<file path="src/rtl/four_bit_divider.sv">
// Sequential restoring divider: 8-bit dividend by 4-bit divisor, one quotient
// bit per clock, with a divide-by-zero shortcut that reports in a single step.
module four_bit_divider (
  input  logic       clk,
  input  logic       rst,
  input  logic       start,
  input  logic [7:0] A,
  input  logic [3:0] B,
  output logic [7:0] Q,
  output logic [3:0] R,
  output logic       busy,
  output logic       done,
  output logic       dbz
);

  typedef enum logic [1:0] {
    IDLE = 2'd0,
    RUN  = 2'd1,
    DONE = 2'd2
  } state_t;

  state_t      state_r;
  state_t      state_s;

  logic [7:0]  dvd_r;
  logic [3:0]  div_r;
  logic [3:0]  rem_r;
  logic [3:0]  cnt_r;
  logic        zdiv_r;

  logic [4:0]  shifted_s;
  logic [5:0]  diff_s;
  logic        qbit_s;
  logic [3:0]  rem_s;
  logic [7:0]  dvd_s;
  logic        capture_s;
  logic        finish_s;

  // Next-state and control decode.
  always_comb begin
    state_s   = state_r;
    capture_s = 1'b0;
    finish_s  = 1'b0;
    case (state_r)
      IDLE: begin
        if (start) begin
          capture_s = 1'b1;
          state_s   = RUN;
        end else begin
          state_s   = IDLE;
        end
      end
      RUN: begin
        if (zdiv_r || (cnt_r == 4'd7)) begin
          finish_s = 1'b1;
          state_s  = DONE;
        end else begin
          state_s  = RUN;
        end
      end
      DONE: begin
        state_s = IDLE;
      end
      default: begin
        state_s = IDLE;
      end
    endcase
  end

  // One restoring step: trial-subtract the divisor from the shifted remainder.
  always_comb begin
    shifted_s = {rem_r, dvd_r[7]};
    diff_s    = {1'b0, shifted_s} - {2'b00, div_r};
    if (diff_s[5]) begin
      qbit_s = 1'b0;
      rem_s  = shifted_s[3:0];
    end else begin
      qbit_s = 1'b1;
      rem_s  = diff_s[3:0];
    end
    dvd_s = {dvd_r[6:0], qbit_s};
  end

  // FSM state register.
  always_ff @(posedge clk or posedge rst) begin
    if (rst) begin
      state_r <= IDLE;
    end else begin
      state_r <= state_s;
    end
  end

  // Working registers: captured operands, partial remainder and step counter.
  always_ff @(posedge clk or posedge rst) begin
    if (rst) begin
      dvd_r  <= 8'd0;
      div_r  <= 4'd0;
      rem_r  <= 4'd0;
      cnt_r  <= 4'd0;
      zdiv_r <= 1'b0;
    end else if (capture_s) begin
      dvd_r  <= A;
      div_r  <= B;
      rem_r  <= 4'd0;
      cnt_r  <= 4'd0;
      zdiv_r <= (B == 4'd0);
    end else if ((state_r == RUN) && !finish_s) begin
      dvd_r  <= dvd_s;
      rem_r  <= rem_s;
      cnt_r  <= cnt_r + 4'd1;
    end else begin
      dvd_r  <= dvd_r;
      rem_r  <= rem_r;
      cnt_r  <= cnt_r;
    end
  end

  // Registered status and results; results persist until the next completion.
  always_ff @(posedge clk or posedge rst) begin
    if (rst) begin
      Q    <= 8'd0;
      R    <= 4'd0;
      dbz  <= 1'b0;
      busy <= 1'b0;
      done <= 1'b0;
    end else begin
      done <= finish_s;
      if (capture_s) begin
        busy <= (B != 4'd0);
      end else if (finish_s) begin
        busy <= 1'b0;
      end else begin
        busy <= busy;
      end
      if (finish_s && zdiv_r) begin
        Q   <= 8'hFF;
        R   <= dvd_r[3:0];
        dbz <= 1'b1;
      end else if (finish_s) begin
        Q   <= dvd_s;
        R   <= rem_s;
        dbz <= 1'b0;
      end else begin
        Q   <= Q;
        R   <= R;
        dbz <= dbz;
      end
    end
  end

endmodule

</file>
<file path="config.mk">
export PLATFORM = sky130hd
export DESIGN_NAME = four_bit_divider
export DESIGN_NICKNAME = d
export VERILOG_FILES = /design/src/rtl/four_bit_divider.sv
export SDC_FILE = /design/constraint.sdc
export NUM_CORES = 1
export LEC_CHECK = 0
export BUFFER_PORTS_ARGS = -buffer_cell sky130_fd_sc_hd__buf_2
export CORE_MARGIN = 2
export CORE_UTILIZATION = 52
export DETAILED_ROUTE_END_ITERATION = 8
export PLACE_DENSITY = 0.85
export REMOVE_ABC_BUFFERS = 1
export SLEW_MARGIN = 5
export SYNTH_ARGS = -nofsm -noshare
export SYNTH_HDL_FRONTEND = slang
export SYNTH_SLANG_ARGS = --single-unit
</file>
<file path="constraint.sdc">
create_clock -name clk -period 4.7 [get_ports clk]
set_input_delay 0.94 -clock clk [delete_from_list [all_inputs] [get_ports clk]]
set_output_delay 0.94 -clock clk [all_outputs]
set_load 0.02 [all_outputs]
</file>
Word level (Yosys, flattened, before mapping)
Index checks and enable logic that the tools add are counted.
{"block": "word_totals", "regBits": 38, "latchBits": 0, "ram_bits": 0, "mem_bits_ro": 0, "input_bits": 15, "output_inout_bits": 15, "wordCells": 47, "n_memories": 0}
{"block": "classes", "n_addsub": 2, "multipliers": 0, "div": 0, "magnitude_cmp": 0, "n_eq_ne": 2, "shift": 0, "mux": 22, "bitwise": 0, "n_reduce_logical": 10}
{"operator": "two-way mux 8 bit", "n": 4}
{"operator": "two-way mux 4 bit", "n": 7}
{"operator": "two-way mux 1 bit", "n": 9}
{"operator": "nonzero test 2 bit", "n": 3}
{"operator": "subtractor 5 x 4 -> 6 bit", "n": 1}
{"operator": "adder 4 x 1 -> 4 bit (second input constant)", "n": 1}
{"operator": "equality test 4 x 3 -> 1 bit (second input constant)", "n": 1}
{"operator": "zero test 4 bit", "n": 1}
{"operator": "one-hot mux 2 bit (2 select lines)", "n": 1}
{"operator": "nonzero test 4 bit", "n": 1}
{"operator": "equality test 2 x 1 -> 1 bit (second input constant)", "n": 1}
{"operator": "logical AND 1 bit", "n": 2}
{"operator": "zero test 2 bit", "n": 1}
{"operator": "two-way mux 2 bit", "n": 1}
{"operator": "zero test 1 bit", "n": 1}
{"operator": "logical OR 1 bit", "n": 1}

Longest topological paths before layout
{"block": "depth", "depth_word": 8, "mapped_depth": 7, "depth_no_buf": 7}

Worst setup path before layout
Ideal clock, no wire load.
{"block": "synth_path", "kind": "register to register", "start": "reg div_r[1]", "end": "reg R[0]", "setup_time_ns": 0.080, "arrival_time_ns": 1.653, "required_time_ns": 4.620, "path_slack_ns": 2.966, "stages_incl_launch_ff": 8, "path_buffers": 0, "synth_period_minus_slack_ns": 1.734, "path_cell_list": "dfrtp_1 inv_1 ha_1 nor2b_4 o31a_1 nand2b_4 mux2_4 o211ai_2"}
{"block": "synth_via", "elab_chain_len": 4}
{"item": "start, declared", "line": "26", "text": "logic [3:0] div_r;"}
{"item": "start signal, assigned", "line": "97", "text": "div_r <= 4'd0;"}
{"item": "start signal, assigned", "line": "103", "text": "div_r <= B;"}
{"item": "subtractor 5 x 4 -> 6 bit", "line": "73", "text": "diff_s = {1'b0, shifted_s} - {2'b00, div_r};"}
{"item": "two-way mux 4 bit", "line": "74", "text": "if (diff_s[5]) begin"}
{"item": "two-way mux 4 bit", "line": "139", "text": "end else if (finish_s) begin"}
{"item": "two-way mux 4 bit", "line": "135", "text": "if (finish_s && zdiv_r) begin"}
{"item": "end signal, assigned", "line": "137", "text": "R <= dvd_r[3:0];"}
{"item": "end signal, assigned", "line": "141", "text": "R <= rem_s;"}
{"item": "end, declared", "line": "10", "text": "output logic [3:0] R,"}
No other way between the ends. The select of a mux whose other input is x is not followed.
A chain may end at the register's enable or synchronous reset.

Final worst setup path
{"block": "layout_path", "start": "reg cnt_r[0]", "end": "reg dvd_r[0]"}
{"block": "layout_via", "elab_chain_len": 7}
{"item": "start, declared", "line": "28", "text": "logic [3:0] cnt_r;"}
{"item": "start signal, assigned", "line": "110", "text": "cnt_r <= cnt_r + 4'd1;"}
{"item": "start signal, assigned", "line": "114", "text": "cnt_r <= cnt_r;"}
{"item": "equality test 4 x 3 -> 1 bit", "line": "54", "text": "if (zdiv_r || (cnt_r == 4'd7)) begin"}
{"item": "logical OR 1 bit", "line": "54"}
{"item": "two-way mux 1 bit", "line": "54"}
{"item": "two-way mux 1 bit", "line": "44", "text": "case (state_r)"}
{"item": "zero test 1 bit", "line": "107", "text": "end else if ((state_r == RUN) && !finish_s) begin"}
{"item": "logical AND 1 bit", "line": "107"}
{"item": "nonzero test 2 bit (no line)"}
{"item": "end signal, assigned", "line": "108", "text": "dvd_r <= dvd_s;"}
{"item": "end signal, assigned", "line": "112", "text": "dvd_r <= dvd_r;"}
{"item": "end, declared", "line": "25", "text": "logic [7:0] dvd_r;"}
No other way between the ends.

==> metrics.log <==
[metrics] detailed placer's ending HPWL: 2360 um
[metrics] CP Max Fanout: 12
[metrics] most frequent cells after synthesis: sky130_fd_sc_hd__nand2_1, sky130_fd_sc_hd__dfrtp_1, sky130_fd_sc_hd__nor2_1
[metrics] number of buffers on the longest clock path: 2
[metrics] setup repair after global routing missed its margin: no
[metrics] global placement routability congestion: 0.783
[metrics] die extent in y: 62.5 um
[metrics] run status: finished clean
[metrics] Min-Delay Path Depth: 2
[metrics] via count of the routed design: 1376
[metrics] clock tree from TritonCTS: done
[metrics] Die X: 62.5 um
[metrics] post-route antenna net violation count: 0
[metrics] placeable core region: 3310 um^2
[metrics] grt ovf: 0
[metrics] async set-or-reset flop fraction in the synthesized netlist: 100%
[metrics] fraction of post-synthesis cell area in the top cell type by area: 53.5%
[metrics] standard-cell row count: 21
[metrics] pin count of the biggest net entering global routing: 39
[metrics] Yosys warning total: 0
[metrics] post-CTS setup repair buffer count: 0
[metrics] wire length per cell after detailed routing: 12.3 um
[metrics] number of top-level pins: 30
[metrics] overall global routing resource usage: 18.7%
[metrics] number of sinks handled by clock tree synthesis: 38
[metrics] hold-fix buffers at CTS: 0
[metrics] total setup violations reported at the end of the flow: 0
[metrics] post-synthesis cell count: 189
[metrics] post-detailed-route DRC marker count: 0
[metrics] fin. max-slew vios: 0
[metrics] H-Tree Level Count: 2
[metrics] #FFs+latches synth: 38
[metrics] Final Power: 1.57 mW
[metrics] clock tree root driver cell: sky130_fd_sc_hd__clkbuf_4
[metrics] share of cells above drive strength 1: 21.5%
[metrics] initial core utilization: 53.7%
[metrics] count of TritonRoute iterations in the first routing pass: 5
[metrics] peak supply drop: 0.000310 V
[metrics] most numerous cell in the Yosys netlist: sky130_fd_sc_hd__nand2_1
[metrics] share of the clock period used by the worst path after layout: 42.3%
[metrics] Clock transition at path regs: 0.11 ns
[metrics] flip-flop cell with the highest count after synthesis: sky130_fd_sc_hd__dfrtp_1
[metrics] sum of routed wire length over all layers: 3270 um
[metrics] setup TNS after final layout: 0 ns
[metrics] data arrival time of the worst path: 2.23 ns
[metrics] antenna violations before repair: 0
[metrics] share of the core filled with cells: 61.4%
[metrics] number of max-cap violations: 0
[metrics] minimum clock period after layout: 1.99 ns
[metrics] Detailed Route Iter0 Violations: 67
[metrics] critical path capture point type: flip-flop
[metrics] count of nets after finishing: 239
[metrics] number of vias per cell after detailed routing: 5.19
[metrics] Resize count post-CTS: 0
[metrics] final hold violation count: 0
[metrics] Worst Reg2Reg Path Length in Cells: 6
[metrics] highest clock rate: 504 MHz
[metrics] Worst Path Required: 4.95 ns
[metrics] Relative slew margins: 56.8%
[metrics] wire length of the first global-routing pass: 5660 um
[metrics] Setup Crit Path Kind: flip-flop to flip-flop
[metrics] number of enable flip-flop cells after synthesis: 0
[metrics] total standard cell area after synthesis: 1780 um^2
[metrics] number of distinct library cells after synthesis: 34
[metrics] CTS buffer count: 5
[metrics] worst-margin pin slew: 0.645 ns
[metrics] leading cell types by total area after synthesis: sky130_fd_sc_hd__dfrtp_1, sky130_fd_sc_hd__nand2_1, sky130_fd_sc_hd__o21ai_0
[metrics] element type at the critical path start: flip-flop
[metrics] worst clock skew on the final layout: 0.00784 ns
[metrics] HP Class: flip-flop to flip-flop
[metrics] count of port buffers added during placement: 29
[metrics] average cell area after synthesis: 9.40 um^2
[metrics] vias in the first global route: 1291
[metrics] relative area change from synthesis to final layout: 14.4%
[metrics] pwr dens: 773 nW/um^2
[metrics] die area: 3900 um^2
[metrics] leakage power: 1.05 nW
[metrics] cell accounting for the most synthesized area: sky130_fd_sc_hd__dfrtp_1
[metrics] Reg2Reg Setup Slack: 2.71 ns
[metrics] clock network latency to the later pin of the worst-skew pair: 0.35 ns
[metrics] sequential cell area fraction in the yosys report: 53.5%
[metrics] diode count: 0
-- metal layers --
layer  wire, um  global-route usage, %
met5          0                      0
met4         68                   8.89
met3        155                   6.13
met2       1580                   30.6
met1       1470                   22.5
-- kinds of logic (layout without fill, tap and decap cells) --
kind of cell             after synthesis  in the layout  synth area share [%]
AO/OA/AOI/OAI                         37             37                  12.7
XOR/XNOR                               2              2                 0.986
adder cells (fa/ha/maj)                6              6                  4.65
buffers and inverters                 18             48                  4.08
flip-flops                            38             38                  53.5
multiplexers                           3              3                  2.25
AND/OR/NAND/NOR                       85             85                  21.8
-- worst max-delay path, cell delays in order (launching register included) --
cell and delay, ns:
sky130_fd_sc_hd__dfrtp_1 0.42, sky130_fd_sc_hd__ha_1 0.22, sky130_fd_sc_hd__and3b_1 0.20, sky130_fd_sc_hd__nor3_2 0.55, sky130_fd_sc_hd__nor2_1 0.26, sky130_fd_sc_hd__a22oi_1 0.19, sky130_fd_sc_hd__nand2_1 0.07
-- placed cells by master (no fill, tap or decap) --
master | synthesis | final
sky130_fd_sc_hd__o211ai_1 | 1 | 1
sky130_fd_sc_hd__a31oi_1 | 4 | 4
sky130_fd_sc_hd__xor2_1 | 1 | 1
sky130_fd_sc_hd__dfrtp_1 | 38 | 38
sky130_fd_sc_hd__o21ai_0 | 17 | 17
sky130_fd_sc_hd__bufinv_16 | 0 | 1
sky130_fd_sc_hd__inv_1 | 9 | 9
sky130_fd_sc_hd__or2_2 | 1 | 1
sky130_fd_sc_hd__buf_2 | 4 | 29
sky130_fd_sc_hd__buf_4 | 0 | 2
sky130_fd_sc_hd__a22oi_1 | 4 | 4
sky130_fd_sc_hd__o21ai_1 | 3 | 3
sky130_fd_sc_hd__and3_1 | 1 | 1
sky130_fd_sc_hd__xnor2_1 | 1 | 1
sky130_fd_sc_hd__o211ai_2 | 2 | 2
sky130_fd_sc_hd__and3b_1 | 1 | 1
sky130_fd_sc_hd__nor3_2 | 1 | 1
sky130_fd_sc_hd__clkinv_2 | 0 | 2
sky130_fd_sc_hd__mux2i_1 | 1 | 1
sky130_fd_sc_hd__and2_1 | 1 | 1
sky130_fd_sc_hd__nor2b_4 | 1 | 1
sky130_fd_sc_hd__mux2_4 | 2 | 2
sky130_fd_sc_hd__and2b_1 | 1 | 1
sky130_fd_sc_hd__nor2_1 | 18 | 18
sky130_fd_sc_hd__nor4_1 | 2 | 2
sky130_fd_sc_hd__nor3_1 | 1 | 1
sky130_fd_sc_hd__fa_1 | 1 | 1
sky130_fd_sc_hd__nand3_1 | 9 | 9
sky130_fd_sc_hd__ha_1 | 5 | 5
sky130_fd_sc_hd__or3_1 | 2 | 2
sky130_fd_sc_hd__o31a_1 | 1 | 1
sky130_fd_sc_hd__clkbuf_4 | 0 | 5
sky130_fd_sc_hd__nand2b_4 | 1 | 1
sky130_fd_sc_hd__o21a_1 | 2 | 2
sky130_fd_sc_hd__nand2b_1 | 1 | 1
sky130_fd_sc_hd__a21oi_1 | 3 | 3
sky130_fd_sc_hd__nand2_1 | 44 | 44
-- final timing paths --
kind,end,from
setup / recovery,dvd_r[0],cnt_r[0]
hold / removal,Q[3],Q[3]
setup reg to reg,dvd_r[0],cnt_r[0]
hold reg to reg,Q[3],Q[3]
max in group asynchronous,rem_r[1],rst
min in group asynchronous,Q[4],rst
-- registers in the layout (all words and copies together) (netlist names) --
register and count:
Q 8, R 4, busy 1, cnt_r 4, dbz 1, div_r 4, done 1, dvd_r 8
rem_r 4, state_r 2, zdiv_r 1
-- final cells by class --
class | count | area (um^2)
fill | 288 | 1280
clock inverter | 3 | 40.0
tap | 46 | 57.6
multi-input combinational | 133 | 753
clock buffer | 5 | 37.5
inverter | 9 | 33.8
timing repair buffer | 31 | 160
sequential | 38 | 951
-- stage by stage --
step,cell area (um^2),std cells,hold WS [ns],setup WS [ns]
after floorplan,1740,180,0.450,2.69
after global placement,1960,257,0.455,2.71
after detailed placement,1960,257,0.466,2.66
after CTS,2030,265,0.492,2.71
after global routing,2030,265,0.521,2.57
final,2030,265,0.484,2.71
-- report_power, final --
group / total (mW) / switching (mW) / internal (mW)
Clock: 0.214 / 0.104 / 0.110
Sequential: 0.584 / 0.104 / 0.480
Combinational: 0.775 / 0.451 / 0.324
Total: 1.57 / 0.658 / 0.914
No activity file was read; power rests on OpenSTA's default activity.
